`src/rtl/sr_frame_ctrl.sv`:
```
// sr_frame_ctrl: full-duplex serial frame controller.
// Accepts a parallel word over valid/ready, shifts it out MSB first while
// capturing the same number of serial input bits, pulses rx_valid_o when the
// received word is ready, then holds frame_o low for GAP idle cycles.
module sr_frame_ctrl #(
  parameter int WIDTH = 4,
  parameter int GAP   = 1
) (
  input  logic             clk,
  input  logic             reset_n,
  input  logic             tx_valid_i,
  output logic             tx_ready_o,
  input  logic [WIDTH-1:0] tx_data_i,
  input  logic             x_i,
  output logic             ser_o,
  output logic             frame_o,
  output logic [WIDTH-1:0] rx_data_o,
  output logic             rx_valid_o,
  output logic             busy_o
);

  localparam int CW = $clog2(WIDTH);
  localparam int GW = 4;
  localparam logic [CW-1:0] CNT_LAST = CW'(WIDTH - 1);
  localparam logic [CW-1:0] CNT_PRE  = CW'(WIDTH - 2);
  localparam logic [CW-1:0] CNT_ONE  = CW'(1);
  // With GAP==0 the GAP state is unreachable, so the wrapped value is harmless.
  localparam logic [GW-1:0] GAP_LAST = GW'(GAP - 1);
  localparam logic [GW-1:0] GAP_PRE  = GW'(GAP - 2);
  localparam logic [GW-1:0] GAP_ONE  = GW'(1);

  typedef enum logic [1:0] {
    ST_IDLE  = 2'd0,
    ST_SHIFT = 2'd1,
    ST_GAP   = 2'd2
  } state_t;

  state_t           state_r;
  logic [CW-1:0]    cnt_r;
  logic [GW-1:0]    gap_cnt_r;
  // The shadow is zero-filled as it shifts, so its MSB is 0 outside SHIFT and
  // can drive ser_o directly.
  logic [WIDTH-1:0] shadow_r;
  // Only the low WIDTH-1 received bits need storing; the newest bit arrives
  // on x_i in the same cycle the word completes.
  logic [WIDTH-2:0] rx_sr_r;
  logic [WIDTH-1:0] rx_data_r;
  logic             rx_valid_r;
  logic             frame_r;
  logic             busy_r;
  logic             tx_ready_r;

  logic             accept_s;
  logic [WIDTH-1:0] rx_next_s;

  assign accept_s  = tx_valid_i & tx_ready_r;
  assign rx_next_s = {rx_sr_r, x_i};

  assign tx_ready_o = tx_ready_r;
  assign ser_o      = shadow_r[WIDTH-1];
  assign frame_o    = frame_r;
  assign rx_data_o  = rx_data_r;
  assign rx_valid_o = rx_valid_r;
  assign busy_o     = busy_r;

  // Frame sequencer: state, counters, shift registers and registered outputs.
  always_ff @(posedge clk or negedge reset_n) begin
    if (!reset_n) begin
      state_r    <= ST_IDLE;
      cnt_r      <= '0;
      gap_cnt_r  <= '0;
      shadow_r   <= '0;
      rx_sr_r    <= '0;
      rx_data_r  <= '0;
      rx_valid_r <= 1'b0;
      frame_r    <= 1'b0;
      busy_r     <= 1'b0;
      tx_ready_r <= 1'b1;
    end else begin
      rx_valid_r <= 1'b0;
      case (state_r)
        ST_IDLE: begin
          if (accept_s) begin
            shadow_r   <= tx_data_i;
            cnt_r      <= '0;
            state_r    <= ST_SHIFT;
            frame_r    <= 1'b1;
            busy_r     <= 1'b1;
            tx_ready_r <= 1'b0;
          end else begin
            state_r    <= ST_IDLE;
            frame_r    <= 1'b0;
            busy_r     <= 1'b0;
            tx_ready_r <= 1'b1;
          end
        end

        ST_SHIFT: begin
          rx_sr_r <= rx_next_s[WIDTH-2:0];
          if (cnt_r == CNT_LAST) begin
            cnt_r      <= '0;
            rx_data_r  <= rx_next_s;
            rx_valid_r <= 1'b1;
            if (GAP > 0) begin
              shadow_r   <= {shadow_r[WIDTH-2:0], 1'b0};
              gap_cnt_r  <= '0;
              state_r    <= ST_GAP;
              frame_r    <= 1'b0;
              busy_r     <= 1'b1;
              tx_ready_r <= (GAP == 1);
            end else if (accept_s) begin
              shadow_r   <= tx_data_i;
              state_r    <= ST_SHIFT;
              frame_r    <= 1'b1;
              busy_r     <= 1'b1;
              tx_ready_r <= 1'b0;
            end else begin
              shadow_r   <= {shadow_r[WIDTH-2:0], 1'b0};
              state_r    <= ST_IDLE;
              frame_r    <= 1'b0;
              busy_r     <= 1'b0;
              tx_ready_r <= 1'b1;
            end
          end else begin
            cnt_r      <= cnt_r + CNT_ONE;
            shadow_r   <= {shadow_r[WIDTH-2:0], 1'b0};
            frame_r    <= 1'b1;
            busy_r     <= 1'b1;
            // Back-to-back frames without a gap accept during the last bit.
            tx_ready_r <= (GAP == 0) && (cnt_r == CNT_PRE);
          end
        end

        ST_GAP: begin
          if (gap_cnt_r == GAP_LAST) begin
            gap_cnt_r <= '0;
            if (accept_s) begin
              shadow_r   <= tx_data_i;
              cnt_r      <= '0;
              state_r    <= ST_SHIFT;
              frame_r    <= 1'b1;
              busy_r     <= 1'b1;
              tx_ready_r <= 1'b0;
            end else begin
              state_r    <= ST_IDLE;
              frame_r    <= 1'b0;
              busy_r     <= 1'b0;
              tx_ready_r <= 1'b1;
            end
          end else begin
            gap_cnt_r  <= gap_cnt_r + GAP_ONE;
            frame_r    <= 1'b0;
            busy_r     <= 1'b1;
            tx_ready_r <= (gap_cnt_r == GAP_PRE);
          end
        end

        default: begin
          state_r    <= ST_IDLE;
          cnt_r      <= '0;
          gap_cnt_r  <= '0;
          shadow_r   <= '0;
          frame_r    <= 1'b0;
          busy_r     <= 1'b0;
          tx_ready_r <= 1'b1;
        end
      endcase
    end
  end

endmodule
```
`config.mk`:
```
export PLATFORM = sky130hd
export DESIGN_NAME = sr_frame_ctrl
export DESIGN_NICKNAME = d
export VERILOG_FILES = /design/src/rtl/sr_frame_ctrl.sv
export SDC_FILE = /design/constraint.sdc
export NUM_CORES = 1
export LEC_CHECK = 0
export CAP_MARGIN = 20
export CORE_ASPECT_RATIO = 2
export CORE_UTILIZATION = 35
export DETAILED_ROUTE_END_ITERATION = 8
export SLEW_MARGIN = 15
export SYNTH_ARGS = -nofsm -noshare
export SYNTH_HDL_FRONTEND = slang
export SYNTH_SLANG_ARGS = --single-unit
```
`constraint.sdc`:
```
create_clock -name clk -period 1.87 [get_ports clk]
set_clock_uncertainty 0.05 [all_clocks]
set_input_delay 0.4675 -clock clk [delete_from_list [all_inputs] [get_ports clk]]
set_output_delay 0.4675 -clock clk [all_outputs]
set_load 0.01 [all_outputs]
```
==> results of run 1 <==
[power breakdown]
part,switching (mW),internal [mW],leakage [nW]
Combinational,0.405,0.497,0.251
Sequential,0.107,0.702,0.284
Clock,0.163,0.149,0.0255
Total,0.676,1.35,0.561
[worst max path at each step]
stage | cells after the start | end | start
2_1_floorplan | 5 | busy_o$_DFF_PN0_ | gap_cnt_r[0]$_DFFE_PN0P_
3_3_place_gp | 4 | busy_o$_DFF_PN0_ | tx_valid_i
3_5_place_dp | 4 | busy_o$_DFF_PN0_ | tx_valid_i
4_1_cts | 1 | tx_ready_o | tx_ready_o$_DFF_PN1_
5_1_grt | 1 | tx_ready_o | tx_ready_o$_DFF_PN1_
6_report | 1 | tx_ready_o | tx_ready_o$_DFF_PN1_
[through the flow]
| step | std cells | instance area [um^2] | setup WS, ps | util, % |
|---|---|---|---|---|
| after CTS | 146 | 1346 | 22.24 | 45.21 |
| final | 146 | 1346 | 31.69 | 45.21 |
| after detailed placement | 142 | 1300 | 100.5 | 43.66 |
| after global placement | 142 | 1300 | 141.7 | 43.66 |
| after global routing | 146 | 1346 | 5.161 | 45.21 |
| after floorplan | 96 | 1116 | 395.9 | - |
[sequential cells by signal (all words and copies together), names as in the netlist]
name	count
busy_o	1
cnt_r	2
frame_o	1
gap_cnt_r	4
rx_data_o	4
rx_sr_r	3
rx_valid_o	1
shadow_r	4
state_r	2
tx_ready_o	1
[cell usage after synthesis]
| master | number | area, um^2 |
|---|---|---|
| o22ai_1 | 1 | 6.260 |
| and2b_4 | 1 | 10.01 |
| nand4_1 | 1 | 6.260 |
| a41oi_1 | 1 | 8.760 |
| a21boi_0 | 1 | 7.510 |
| nand2b_1 | 7 | 43.79 |
| inv_1 | 5 | 18.77 |
| a21oi_4 | 1 | 16.27 |
| o41ai_1 | 1 | 8.760 |
| o31ai_1 | 1 | 7.510 |
| dfrtp_1 | 22 | 550.5 |
| o21ai_0 | 5 | 25.02 |
| mux2i_1 | 2 | 20.02 |
| or3b_4 | 1 | 11.26 |
| nor2_1 | 4 | 15.01 |
| nor3b_1 | 1 | 7.510 |
| buf_6 | 1 | 11.26 |
| buf_2 | 1 | 5.000 |
| dfstp_2 | 1 | 26.28 |
| xor2_1 | 1 | 8.760 |
| mux2_2 | 10 | 112.6 |
| a21oi_1 | 2 | 10.01 |
| o32ai_1 | 1 | 8.760 |
| a211oi_1 | 3 | 22.52 |
| nand2_1 | 7 | 26.28 |
| ha_1 | 3 | 37.54 |
| a22o_1 | 3 | 26.28 |
| nor3_1 | 6 | 30.03 |
| clkbuf_8 | 2 | 27.53 |
[cell type report]
type / instances / area (um^2) / share of cell area, %
tap: 30 / 37.54 / 2.788
multi-input combinational: 64 / 476.7 / 35.41
timing repair buffer: 20 / 190.2 / 14.13
sequential: 23 / 576.8 / 42.84
clock buffer: 3 / 41.29 / 3.067
clock inverter: 1 / 5.005 / 0.3717
inverter: 5 / 18.77 / 1.394
[kinds of logic after synthesis]
group	after synthesis	synth area share (%)
simple gates	28	13.45
flops	23	51.68
compound gates	20	13.23
mux	12	11.88
buf+inv	9	5.605
fa+ha+maj	3	3.364
xor+xnor	1	0.7849
[per-layer routing]
layer	wire length [um]	global-route usage (%)	share of wire, %	vias up
met5	0	0	0	-
met4	76	8.710	3.4	0
met3	90	1.978	4.1	7
met2	1209	26.25	54	21
met1	843	14.27	38	407
li1	-	-	-	378
==> run summary, run 1 <==
status - finished, final reports clean
P_leak - 0.5607 nW
Worst Hold Slack - 459.6 ps
Area Overhead vs Synth - 20.63%
Synth warnings - 0
unrepaired setup endpoints after global routing - false
clk_lat worst skew - 270 ps
CTS sink cnt - 23
Post-CTS Hold Fix Bufs - 0
Tightest Pin Transition - 332.9 ps
Register-to-Register Setup Slack - 240 ps
Die Y - 81.86 um
Post-Syn Area - 0.001116 mm^2
port bufs - 16
Seq/Total Area, Yosys - 51.68%
Fin. Hold Viols - 0
CP endpoint kind - primary output
half-perimeter wire length after placement - 1597 um
slew margin rel. - 77.76%
Hold WC Path Type - flop to flop
total CTS buffers - 3
Mean Syn Cell Area - 11.63 um^2
VDD IR max - 0.8131 mV
CTS tree - done
WS Path Type - flop to primary output
final worst path period share - 98.31%
critical path peak fanout - 2
critical path buffer and inverter count - 1
Hold Path End - rx_sr_r[2]$_DFFE_PN0P_
CTS max path bufs - 2
HP Start - rx_sr_r[2]$_DFFE_PN0P_
Rows - 28
Final Wtd Congestion - 0.7294
CP max stage cell - dfstp_2
die span in x - 41.93 um
Worst Hold Depth - 1
first-pass GRT wire length - 3684 um
Slew Limit Fails - 0
endpoint of the worst register-to-register path - shadow_r[0]$_DFFE_PN0P_
DRC errors left - 0
# Max-Cap Violations - 0
# resized after CTS - 0
Reg clk slew, reported paths - 80 ps
R2R Path Start - gap_cnt_r[1]$_DFFE_PN0P_
core area - 0.002978 mm^2
Post-CTS Setup Inserts - 0
first drt pass iteration count - 4
CP top delay family - flip-flops
CP startpoint kind - flop
slowest cell delay on critical path - 530 ps
r2r worst-path depth - 5
layout cell share with drive strength beyond 1 - 18.97%
CP Data Required Time - 1350 ps
grt ovf - 0
antenna cells - 0
Synth Net Count - 107
Total Power - 2.024 mW
io pins - 17
post-route ant nets - 0
via count - 813
H-tree depth - 1
commonest cells after routing, fill and taps aside - 22 x dfrtp_1, 16 x clkdlybuf4s50_1, 10 x mux2_2, 7 x nand2_1, 7 x nand2b_1
Achievable Freq - 544.0 MHz
vias per cell - 5.568
Filler Cell Count - 285
Post-Syn Instances - 96
root buf cell - clkbuf_8
final-report setup violation count - 0
WL final - 2219 um
vias in the first global route - 841
post-DR wirelength/cell - 15.20 um
initial antenna violation count - 0
post-route minimum period - 1838 ps
Fin Setup TNS - 0 ps
pwr dens - 1503 mW/mm^2
FF+latch count, synth - 23
commonest non-fill, non-tap cell in the layout - dfrtp_1
Starting Density - 37.48%
Yosys cell types - 29
Detailed Route Iter0 Violations - 15
crit-path cells - clkdlybuf4s50_1
pin count of the biggest net entering global routing - 26
GRT Total Usage - 14.04%
die area - 0.003432 mm^2
Post-layout nets - 128
crit path DAT - 1320 ps
No activity file was read; power rests on OpenSTA's default activity.
==> run 2: changes to the inputs <==
--- a/config.mk
+++ b/config.mk
@@ -7,7 +7,7 @@
 export LEC_CHECK = 0
 export CAP_MARGIN = 20
 export CORE_ASPECT_RATIO = 2
-export CORE_UTILIZATION = 35
+export CORE_UTILIZATION = 42
 export DETAILED_ROUTE_END_ITERATION = 8
 export SLEW_MARGIN = 15
 export SYNTH_ARGS = -nofsm -noshare
==> run 2 against run 1 <==
Effect of this change:
- hold slack worse by 1.8 ps
- sequential cell count stayed put
- sequential share of layout area rose by 0.12 points
- global-route usage rose by 2.7 points
- cell count decreased by 1.4%
- first-iteration DRC count is 6.7% higher
- non-clock buffer count stayed put
- highest routed layer unchanged
==> run summary, run 2 (synthesized netlist as in run 1, its figures left out) <==
CP Data Required Time - 1350 ps (about the same)
pin count of the biggest net entering global routing - 26 (unchanged)
Inst Count DP - 140 (-1.4%)
post-route ant nets - 0 (unchanged)
Rows - 26 (-7.1%)
Post-CTS Setup Inserts - 0 (unchanged)
VDD IR max - 0.7738 mV (-4.8%)
vias in the first global route - 730 (-13%)
crit-path cells - clkdlybuf4s50_1
unrepaired setup endpoints after global routing - false
Slew Limit Fails - 0 (unchanged)
grt ovf - 0 (unchanged)
io pins - 17 (unchanged)
WS Path Type - flop to primary output
die area - 0.002880 mm^2 (-16%)
commonest non-fill, non-tap cell in the layout - dfrtp_1
critical path peak fanout - 3 (+1)
CP top delay family - buffers and inverters
slowest cell delay on critical path - 540 ps (about the same)
antenna cells - 0 (unchanged)
root buf cell - clkbuf_8
core area - 0.002537 mm^2 (-15%)
critical path buffer and inverter count - 1 (unchanged)
Achievable Freq - 586.9 MHz (+7.9%)
Fin. Hold Viols - 0 (unchanged)
Post-layout nets - 128 (unchanged)
Hold WC Path Type - flop to flop
post-route minimum period - 1704 ps (-134.5 ps)
P_leak - 0.5623 nW (+0.27%)
layout cell share with drive strength beyond 1 - 18.97% (unchanged)
CTS sink cnt - 23 (unchanged)
Die Y - 74.90 um (-8.5%)
Final Wtd Congestion - 0.7460 (+2.3%)
WL final - 2087 um (-5.9%)
Starting Density - 43.98% (+6.5 points)
vias per cell - 5.396 (-3.1%)
CP endpoint kind - primary output
first drt pass iteration count - 4 (unchanged)
die span in x - 38.45 um (-8.3%)
Tightest Pin Transition - 320.9 ps (-11.96 ps)
CTS tree - done
Detailed Route Iter0 Violations - 16 (+1)
CTS max path bufs - 2 (unchanged)
pwr dens - 1493 mW/mm^2 (-0.70%)
Fin Setup TNS - 0 ps (unchanged)
Reg clk slew, reported paths - 80 ps (about the same)
Filler Cell Count - 231 (-19%)
DRC errors left - 0 (unchanged)
crit path DAT - 1190 ps (-130 ps)
initial antenna violation count - 0 (unchanged)
port bufs - 16 (unchanged)
status - finished, final reports clean
CP startpoint kind - flop
CP max stage cell - clkdlybuf4s50_1
Layout Cells excl Fill - 144 (-1.4%)
post-DR wirelength/cell - 14.49 um (-4.6%)
# Max-Cap Violations - 0 (unchanged)
H-tree depth - 1 (unchanged)
final-report setup violation count - 0 (unchanged)
commonest cells after routing, fill and taps aside - 22 x dfrtp_1, 15 x clkdlybuf4s50_1, 10 x mux2_2, 7 x nand2_1, 7 x nand2b_1
GRT Total Usage - 16.70% (+2.7 points)
first-pass GRT wire length - 3270 um (-11%)
Area Overhead vs Synth - 20.29%
slew margin rel. - 78.55% (+0.79 points)
half-perimeter wire length after placement - 1501 um (-6.0%)
Total Power - 2.004 mW (-0.98%)
clk_lat worst skew - 270 ps (about the same)
final worst path period share - 91.11% (-7.2 points)
via count - 777 (-4.4%)
total CTS buffers - 3 (unchanged)
==> run 2: cell count changes in the layout (fill, tap and decap cells not counted), sizes merged <==
cell / delta
dlygate4sd2: +1
clkdlybuf4s50: -1
==> run 2: area by class of cell <==
type / instances / area (um^2) / share of cell area, %
clock inverters: 1 / 5.005 / 0.3728
inverters: 5 / 18.77 / 1.398
multi-input cells: 64 / 476.7 / 35.51
repair buffers: 20 / 188.9 / 14.07
well taps: 28 / 35.03 / 2.610
flip-flops and latches: 23 / 576.8 / 42.96
clock buffers: 3 / 41.29 / 3.075
==> run 2: stage by stage <==
stage | area, um^2 | setup WS (ps) | util, % | hold slack [ps]
detailed placement | 1297 | 122.5 | 51.13 | 445.1
global route | 1343 | 121.2 | 52.91 | 486.9
CTS | 1343 | 153.3 | 52.91 | 459.3
finish | 1343 | 166.2 | 52.91 | 457.7
floorplan | 1116 | 395.9 | - | 121.9
global placement | 1297 | 131.8 | 51.13 | 443.2
==> run 2: worst paths after layout <==
check                                          from                       end  cells after the start  slack [ps]
setup / recovery            shadow_r[3]$_DFFE_PN0P_                     ser_o                      1         170
hold reg to reg                cnt_r[0]$_DFFE_PN0P_      cnt_r[0]$_DFFE_PN0P_                      1         460
min in group asynchronous                   reset_n  gap_cnt_r[3]$_DFFE_PN0P_                      2         490
hold / removal                 cnt_r[0]$_DFFE_PN0P_      cnt_r[0]$_DFFE_PN0P_                      1         460
setup reg to reg           gap_cnt_r[1]$_DFFE_PN0P_   shadow_r[0]$_DFFE_PN0P_                      5         270
max in group asynchronous                   reset_n      tx_ready_o$_DFF_PN1_                      2        1000
==> run 2: repair_timing <==
| action | CTS | global route |
|---|---|---|
| endpoints found under the setup margin | 1 | 0 |
| hold buffers | 0 | 0 |
| gates resized for setup | 1 | 0 |
==> run 2: layer usage <==
layer / wire length (um) / GRT usage, % / vias up
li1: - / - / 380
met1: 903 / 18.63 / 379
met2: 1093 / 28.63 / 16
met3: 66 / 3.245 / 2
met4: 25 / 9.195 / 0
met5: 0 / 0 / -
==> run 2: power breakdown <==
group / total [mW] / switching [mW] / leakage (nW) / internal (mW)
sequential: 0.811 / 0.109 / 0.284 / 0.702
combinational: 0.883 / 0.395 / 0.253 / 0.488
clock: 0.310 / 0.161 / 0.0255 / 0.149
==> run 3: changes to the inputs <==
--- a/config.mk
+++ b/config.mk
@@ -9,6 +9,7 @@
 export CORE_ASPECT_RATIO = 2
 export CORE_UTILIZATION = 42
 export DETAILED_ROUTE_END_ITERATION = 8
+export HOLD_SLACK_MARGIN = 0.12
 export SLEW_MARGIN = 15
 export SYNTH_ARGS = -nofsm -noshare
 export SYNTH_HDL_FRONTEND = slang
==> results of run 3 <==
The final DEF is identical to that of run 2; final timing and power are the same.
